==> config.mk <==
export PLATFORM = sky130hd
export DESIGN_NAME = ov7670_stream_gen
export DESIGN_NICKNAME = d
export VERILOG_FILES = /design/src/rtl/ov7670_pkg.sv /design/src/rtl/ov7670_stream_gen_pixel.sv /design/src/rtl/ov7670_stream_gen.sv
export SDC_FILE = /design/constraint.sdc
export NUM_CORES = 1
export LEC_CHECK = 0
export BUFFER_PORTS_ARGS = -buffer_cell sky130_fd_sc_hd__buf_2
export CAP_MARGIN = 10
export CORE_AREA = 4 4 93 95
export DETAILED_ROUTE_END_ITERATION = 10
export DIE_AREA = 0 0 97 99
export PLACE_DENSITY_LB_ADDON = 0.05
export SLEW_MARGIN = 20
export SYNTH_ARGS = -nofsm -noshare
export SYNTH_HDL_FRONTEND = slang
export SYNTH_SLANG_ARGS = --single-unit
export TNS_END_PERCENT = 100
==> constraint.sdc <==
create_clock -name pclk -period 7.35 [get_ports pclk]
set_input_delay 0.3675 -clock pclk [delete_from_list [all_inputs] [get_ports pclk]]
set_output_delay 0.3675 -clock pclk [all_outputs]
set_load 0.05 [all_outputs]
==> src/rtl/ov7670_pkg.sv <==
// Shared types and constants for the synthetic OV7670 stream generator
// and the capture-side benches that consume its output.
package ov7670_pkg;

  typedef enum logic [2:0] {
    ST_IDLE   = 3'd0,
    ST_VSYNC  = 3'd1,
    ST_VBP    = 3'd2,
    ST_ACTIVE = 3'd3,
    ST_VFP    = 3'd4
  } state_e;

  typedef enum logic [1:0] {
    MODE_BARS    = 2'd0,
    MODE_CHECKER = 2'd1,
    MODE_RAMP    = 2'd2,
    MODE_SOLID   = 2'd3
  } mode_e;

  // VGA timing in the sensor's native units (pixels / lines)
  localparam int DEF_H_ACTIVE = 640;
  localparam int DEF_H_TOTAL  = 784;
  localparam int DEF_V_SYNC   = 3;
  localparam int DEF_V_BP     = 17;
  localparam int DEF_V_ACTIVE = 480;
  localparam int DEF_V_FP     = 10;

  // Width of the pixel and line counters; covers H_TOTAL and every line count
  localparam int CNT_W = 12;

  // Colour-bar palette, index 0 is the left-most bar
  localparam logic [7:0][11:0] BAR_RGB = {
    12'h000, 12'h00F, 12'hF00, 12'hF0F,
    12'h0F0, 12'h0FF, 12'hFF0, 12'hFFF
  };

  // RGB444 byte split: first byte carries R in the low nibble, second {G,B}
  function automatic logic [7:0] rgb444_byte(input logic [11:0] rgb, input logic ph);
    return ph ? rgb[7:0] : {4'h0, rgb[11:8]};
  endfunction

endpackage

==> src/rtl/ov7670_stream_gen_pixel.sv <==
// Combinational test-pattern source: pixel position, pattern mode and the
// solid colour in, one RGB444 pixel out.
module stream_pattern_pixel
  import ov7670_pkg::*;
#(
  parameter int H_ACTIVE = DEF_H_ACTIVE
) (
  input  logic [CNT_W-1:0] x,
  input  logic [CNT_W-1:0] y,
  input  mode_e            mode,
  input  logic [11:0]      solid,
  output logic [11:0]      rgb
);

  // Guard against a degenerate narrow line so the divisor is never zero
  localparam int BAR_W = ((H_ACTIVE / 8) > 0) ? (H_ACTIVE / 8) : 1;

  logic [CNT_W-1:0] bar_idx;
  logic             y_unused;

  assign bar_idx  = x / CNT_W'(BAR_W);
  // Only y[5] feeds the checker; the remaining row bits are intentionally ignored
  assign y_unused = ^{y[CNT_W-1:6], y[4:0]};

  // Select the pixel colour for the current pattern
  always_comb begin
    rgb = 12'h000;
    case (mode)
      MODE_BARS:    rgb = (bar_idx < CNT_W'(8)) ? BAR_RGB[bar_idx[2:0]] : 12'h000;
      MODE_CHECKER: rgb = (x[5] ^ y[5]) ? 12'hFFF : 12'h000;
      MODE_RAMP:    rgb = {3{x[9:6]}};
      MODE_SOLID:   rgb = solid;
      default:      rgb = 12'h000;
    endcase
  end

endmodule

==> src/rtl/ov7670_stream_gen.sv <==
// Synthetic OV7670 transmitter: VGA frame timing with RGB444 two-byte pixels
// on vsync/href/data. Outputs are registered one pclk behind the counters, so
// href, vsync and data always move together.
module ov7670_stream_gen
  import ov7670_pkg::*;
#(
  parameter int H_ACTIVE = DEF_H_ACTIVE,
  parameter int H_TOTAL  = DEF_H_TOTAL,
  parameter int V_SYNC   = DEF_V_SYNC,
  parameter int V_BP     = DEF_V_BP,
  parameter int V_ACTIVE = DEF_V_ACTIVE,
  parameter int V_FP     = DEF_V_FP
) (
  input  logic        pclk,
  input  logic        rst_n,
  input  logic        enable,
  input  logic [1:0]  mode,
  input  logic [11:0] solid_rgb,
  output logic        vsync,
  output logic        href,
  output logic [7:0]  data,
  output logic        frame_start,
  output logic [7:0]  frame_cnt
);

  localparam logic [CNT_W-1:0] H_LAST     = CNT_W'(H_TOTAL - 1);
  localparam logic [CNT_W-1:0] H_ACT_C    = CNT_W'(H_ACTIVE);
  localparam logic [CNT_W-1:0] VSYNC_LAST = CNT_W'(V_SYNC - 1);
  localparam logic [CNT_W-1:0] VBP_LAST   = CNT_W'(V_BP - 1);
  localparam logic [CNT_W-1:0] VACT_LAST  = CNT_W'(V_ACTIVE - 1);
  localparam logic [CNT_W-1:0] VFP_LAST   = CNT_W'(V_FP - 1);

  state_e           state_q, state_d;
  logic             byte_ph_q, byte_ph_d;
  logic [CNT_W-1:0] hcnt_q, hcnt_d;
  logic [CNT_W-1:0] vcnt_q, vcnt_d;
  mode_e            mode_q, mode_d;
  logic [11:0]      solid_q, solid_d;
  logic [7:0]       frame_cnt_q, frame_cnt_d;
  logic             vsync_q, vsync_d;
  logic             href_q, href_d;
  logic [7:0]       data_q, data_d;
  logic             frame_start_q, frame_start_d;

  logic [CNT_W-1:0] vlast;
  logic             line_end;
  logic             state_end;
  logic [11:0]      pix_rgb;

  stream_pattern_pixel #(
    .H_ACTIVE (H_ACTIVE)
  ) u_pixel (
    .x     (hcnt_q),
    .y     (vcnt_q),
    .mode  (mode_q),
    .solid (solid_q),
    .rgb   (pix_rgb)
  );

  // State, counters, latched pattern settings and output registers
  always_ff @(posedge pclk or negedge rst_n) begin
    if (!rst_n) begin
      state_q       <= ST_IDLE;
      byte_ph_q     <= 1'b0;
      hcnt_q        <= '0;
      vcnt_q        <= '0;
      mode_q        <= MODE_BARS;
      solid_q       <= 12'h000;
      frame_cnt_q   <= 8'h00;
      vsync_q       <= 1'b0;
      href_q        <= 1'b0;
      data_q        <= 8'h00;
      frame_start_q <= 1'b0;
    end else begin
      state_q       <= state_d;
      byte_ph_q     <= byte_ph_d;
      hcnt_q        <= hcnt_d;
      vcnt_q        <= vcnt_d;
      mode_q        <= mode_d;
      solid_q       <= solid_d;
      frame_cnt_q   <= frame_cnt_d;
      vsync_q       <= vsync_d;
      href_q        <= href_d;
      data_q        <= data_d;
      frame_start_q <= frame_start_d;
    end
  end

  // Next state: byte/pixel/line counting and frame sequencing
  always_comb begin
    state_d     = state_q;
    byte_ph_d   = byte_ph_q;
    hcnt_d      = hcnt_q;
    vcnt_d      = vcnt_q;
    mode_d      = mode_q;
    solid_d     = solid_q;
    frame_cnt_d = frame_cnt_q;

    vlast = '0;
    case (state_q)
      ST_VSYNC:  vlast = VSYNC_LAST;
      ST_VBP:    vlast = VBP_LAST;
      ST_ACTIVE: vlast = VACT_LAST;
      ST_VFP:    vlast = VFP_LAST;
      default:   vlast = '0;
    endcase
    line_end  = byte_ph_q && (hcnt_q == H_LAST);
    state_end = line_end && (vcnt_q == vlast);

    if (state_q == ST_IDLE) begin
      byte_ph_d = 1'b0;
      hcnt_d    = '0;
      vcnt_d    = '0;
      if (enable) state_d = ST_VSYNC;
    end else begin
      byte_ph_d = ~byte_ph_q;
      if (byte_ph_q) hcnt_d = line_end ? '0 : hcnt_q + 1'b1;
      if (line_end)  vcnt_d = state_end ? '0 : vcnt_q + 1'b1;
      if (state_end) begin
        case (state_q)
          ST_VSYNC:  state_d = ST_VBP;
          ST_VBP:    state_d = ST_ACTIVE;
          ST_ACTIVE: state_d = ST_VFP;
          ST_VFP: begin
            // Enable is only consulted here, so a frame always runs to completion
            frame_cnt_d = frame_cnt_q + 8'd1;
            state_d     = enable ? ST_VSYNC : ST_IDLE;
          end
          default:   state_d = ST_IDLE;
        endcase
      end
    end

    // Pattern settings are frozen for the whole frame from its first cycle
    if ((state_d == ST_VSYNC) && (state_q != ST_VSYNC)) begin
      mode_d  = mode_e'(mode);
      solid_d = solid_rgb;
    end
  end

  // Outputs decoded from the current counters, registered next edge
  always_comb begin
    vsync_d       = (state_q == ST_VSYNC);
    href_d        = (state_q == ST_ACTIVE) && (hcnt_q < H_ACT_C);
    frame_start_d = (state_q == ST_VSYNC) && (vcnt_q == '0) && (hcnt_q == '0) && !byte_ph_q;
    data_d        = href_d ? rgb444_byte(pix_rgb, byte_ph_q) : 8'h00;
  end

  assign vsync       = vsync_q;
  assign href        = href_q;
  assign data        = data_q;
  assign frame_start = frame_start_q;
  assign frame_cnt   = frame_cnt_q;

endmodule

==> results.rst <==
.. list-table::
   :header-rows: 1

   * - Metric
     - Value
   * - CTS buffer count
     - 9
   * - Port bufs
     - 35
   * - Sum Neg Setup Slack
     - 0 ns
   * - Placed Area
     - 0.00367 mm^2
   * - Seq/Total Area, Yosys
     - 44.0%
   * - Final-stage net count
     - slightly above 400
   * - Slew at the pin closest to its max-slew limit
     - around 0.79 ns
   * - Detailed-routing iteration count for the pre-antenna-repair pass
     - 4
   * - Synth Flop Type
     - sky130_fd_sc_hd__dfrtp_1
   * - Net Count, Synth
     - 377
   * - Achievable clock frequency
     - roughly 340 MHz
   * - R2r setup slk
     - approximately 4.4 ns
   * - Worst endpoint data arrival time
     - roughly 3.1 ns
   * - Internal power contribution
     - between 500 and 600 uW
   * - Area Growth Syn to Fin
     - 12.3%
   * - Buffers from clock root to sink, at most
     - 2
   * - Final Cell Area
     - just under 0.004 mm^2
   * - CTS clk-pin slew, worst paths
     - 0.07 ns
   * - Total of flip-flops plus latches after synthesis
     - 61
   * - Skew final
     - 0.0102 ns
   * - Req. time, crit path
     - approximately 7.6 ns
   * - Count of final setup violators
     - 0
   * - Synth top area share
     - approximately 44%
   * - Netlist cell types
     - 62
   * - Length in cells of the worst reg-to-reg path
     - 7
   * - First-pass GRT wire length
     - about 13,000 um
   * - Post-Synth Adder-Cell Area
     - under 10%
   * - Clock Latency Late Sink
     - around 0.34 ns
   * - H-tree level count
     - 3
   * - Worst-case headroom to the max-slew limit
     - a little under half
   * - Gates resized, CTS repair
     - 0
   * - Final HPWL DP
     - between 5000 and 6000 um
   * - Die height
     - about 100 um
   * - DIE WIDTH
     - approximately 97 um
   * - Maximum number of pins on one net before global-route repair
     - slightly above 60
   * - Number of global-route vias before repair
     - between 2,000 and 3,000
   * - Antenna violations before repair
     - 0
   * - Clk network pwr share
     - between 40% and 50%
   * - Worst-path maximum fanout
     - 17
   * - Total Routed Length
     - 7670 um
   * - Ports placed on the boundary
     - 36
   * - NetSw
     - around 150 uW
   * - Count leader, synth
     - sky130_fd_sc_hd__dfrtp_1
   * - Final period utilization
     - 39.5%
   * - Via count
     - between 2,000 and 3,000
   * - Power density normalized to cell area
     - around 180 mW/mm^2
   * - Antenna Diode Count
     - 0
   * - Cell accounting for the most synthesized area
     - sky130_fd_sc_hd__dfrtp_1
   * - Clock root buffer
     - sky130_fd_sc_hd__clkbuf_8
   * - Crit Reg-Reg Startpoint
     - hcnt_q[8]$_DFFE_PN0N_
   * - Sequential power share
     - about half
   * - Final estimated routing congestion in global placement
     - 0.862
   * - Top cells by area, synth
     - sky130_fd_sc_hd__dfrtp_1, sky130_fd_sc_hd__mux2_4, sky130_fd_sc_hd__o21ai_0
   * - Async set or reset register ratio after synthesis
     - 100%
   * - Minimum period implied by the final worst setup slack
     - 2.91 ns
   * - Comb pwr share
     - roughly 1.7%
   * - Setup repair after global routing missed its margin
     - no
   * - Site row count
     - 32
   * - Per-cell via count in the routed design
     - between 5 and 6
   * - Peak supply drop
     - between 80 and 90 uV
   * - XOR/XNOR Fraction of Synth Area
     - ~5.6%
   * - Max-slew violation count
     - 0
   * - CP endpoint kind
     - register
   * - Finished Core Util
     - between 50% and 60%
   * - Result of the run
     - finished clean
   * - EDFF count, synth
     - 0
   * - Mapped cell area
     - ~0.0035 mm^2
   * - Post-Synthesis Cells
     - 355
   * - Leading post-synthesis cells by instance count
     - sky130_fd_sc_hd__dfrtp_1, sky130_fd_sc_hd__nand2_1, sky130_fd_sc_hd__nor2_1
   * - Total DRC errors in the routed layout
     - 0
   * - Clock tree sinks
     - between 60 and 70
   * - Category of the worst setup path launch point
     - register
   * - Worst Hold Class
     - input pin to async pin
   * - Initial standard-cell utilization of the core
     - between 40 and 50%
   * - Maxcap violations
     - 0
   * - Setup Fix Bufs, Post-CTS
     - 0
   * - Global routing usage summed across all routing layers
     - between 10% and 20%
   * - Drt wl/cell
     - approximately 16 um
   * - Die Area
     - roughly 0.0096 mm^2
   * - Antenna Violating Nets Remaining
     - 0
   * - Critical setup path kind
     - register to register
   * - GRT Residual Overflow
     - 0
   * - Cts-stage hold buffer count
     - 0
   * - Fraction of layout cells with a size suffix above 1
     - 20.7%
   * - Post-Synth Simple-Gate Area
     - 22.4%
   * - P_leak
     - about 1.8 nW
   * - CTS tree
     - yes
   * - Combinational family with the most area after synthesis
     - simple AND/OR/NAND/NOR gates
   * - Core box area
     - between 0.007 and 0.008 mm^2
   * - Avg Inst Size Synth
     - between 9 and 10 um^2
   * - Endpoints failing hold
     - 0
   * - Terminus of the critical flop-to-flop path
     - solid_q[4]$_DFFE_PN0P_
   * - Count of synthesis-stage warnings from yosys
     - 0
   * - Complex-gate fraction of the synthesized area
     - 15.3%
   * - Share of cell area taken by muxes after synthesis
     - 6.13%
   * - Iteration-0 DRC Markers
     - between 100 and 150
   * - Switching share of power
     - 22.6%
-- power groups by stage --
stage,clock network [mW],logic (mW),registers [mW]
floorplan,0,0.000171,0.342
global placement,0,0.0120,0.342
detailed placement,0,0.0121,0.342
CTS,0.349,0.0121,0.335
global route,0.363,0.0135,0.335
finish,0.339,0.0113,0.335
-- sequential cells by signal (all words and copies together) (netlist names), 2 cells and up --
| name | flops |
|---|---|
| data | 8 |
| frame_cnt | 8 |
| hcnt_q | 12 |
| mode_q | 2 |
| solid_q | 12 |
| state_q | 3 |
| vcnt_q | 12 |
-- stage by stage --
stage | setup slack [ns] | instances | hold WS (ns) | power [mW]
5_1_grt | 4.28 | 488 | 0.235 | 0.711
4_1_cts | 4.43 | 488 | 0.218 | 0.696
2_1_floorplan | 4.94 | 355 | 0.0719 | 0.342
3_5_place_dp | 4.45 | 472 | 0.469 | 0.354
3_3_place_gp | 4.54 | 472 | 0.456 | 0.354
6_report | 4.44 | 488 | 0.181 | 0.685
-- cells by family (layout without fill, tap and decap cells) --
logic type      after synthesis  after routing
compound gates               76             76
mux                          16             16
simple gates                141            141
fa+ha+maj                     6              6
xor+xnor                     22             22
buf+inv                      33             64
flops                        61             61
-- per-layer routing --
| metal | wire [um] | track usage, % |
|---|---|---|
| met1 | 3770 | 22.9 |
| met2 | 3520 | 26.2 |
| met3 | 266 | 3.33 |
| met4 | 115 | 7.02 |
| met5 | 0 | 0 |
-- layout make-up --
type / instances / area (um^2)
Clock buffer: 9 / 124
Clock inverter: 7 / 97.6
Fill cell: 736 / 3830
Inverter: 12 / 47.5
Multi-Input combinational cell: 261 / 1790
Sequential cell: 61 / 1530
Tap cell: 102 / 128
Timing Repair Buffer: 36 / 183
-- critical path, stage by stage (launching register included) --
cell	delay, ns
sky130_fd_sc_hd__dfrtp_1	0.71
sky130_fd_sc_hd__inv_4	0.10
sky130_fd_sc_hd__or4_4	0.60
sky130_fd_sc_hd__nor2_4	0.15
sky130_fd_sc_hd__o2111ai_4	0.21
sky130_fd_sc_hd__nand2_1	0.17
sky130_fd_sc_hd__nand3_2	0.40
sky130_fd_sc_hd__mux2_4	0.44
-- cell usage in the layout (no fill, tap or decap), types with 9 or more instances in the layout --
cell type / instances
sky130_fd_sc_hd__a21oi_1: 10
sky130_fd_sc_hd__buf_2: 35
sky130_fd_sc_hd__dfrtp_1: 61
sky130_fd_sc_hd__nor2_1: 28
sky130_fd_sc_hd__nor3_1: 10
sky130_fd_sc_hd__mux2_4: 9
sky130_fd_sc_hd__nand4_1: 9
sky130_fd_sc_hd__clkbuf_8: 9
sky130_fd_sc_hd__inv_1: 11
sky130_fd_sc_hd__o21ai_0: 25
sky130_fd_sc_hd__nand2_1: 31
sky130_fd_sc_hd__xnor2_1: 14
sky130_fd_sc_hd__nand3_1: 14
-- worst max path at each step --
stage,from,endpoint,slack (ns),cells past startpoint
2_1_floorplan,hcnt_q[0]$_DFFE_PN0N_,frame_cnt[1]$_DFFE_PN0P_,4.94,7
3_3_place_gp,hcnt_q[8]$_DFFE_PN0N_,solid_q[6]$_DFFE_PN0P_,4.54,7
3_5_place_dp,hcnt_q[8]$_DFFE_PN0N_,solid_q[9]$_DFFE_PN0P_,4.45,7
4_1_cts,hcnt_q[8]$_DFFE_PN0N_,solid_q[4]$_DFFE_PN0P_,4.43,7
5_1_grt,hcnt_q[8]$_DFFE_PN0N_,solid_q[4]$_DFFE_PN0P_,4.28,7
6_report,hcnt_q[8]$_DFFE_PN0N_,solid_q[4]$_DFFE_PN0P_,4.44,7
(Power assumes the default switching activity.)
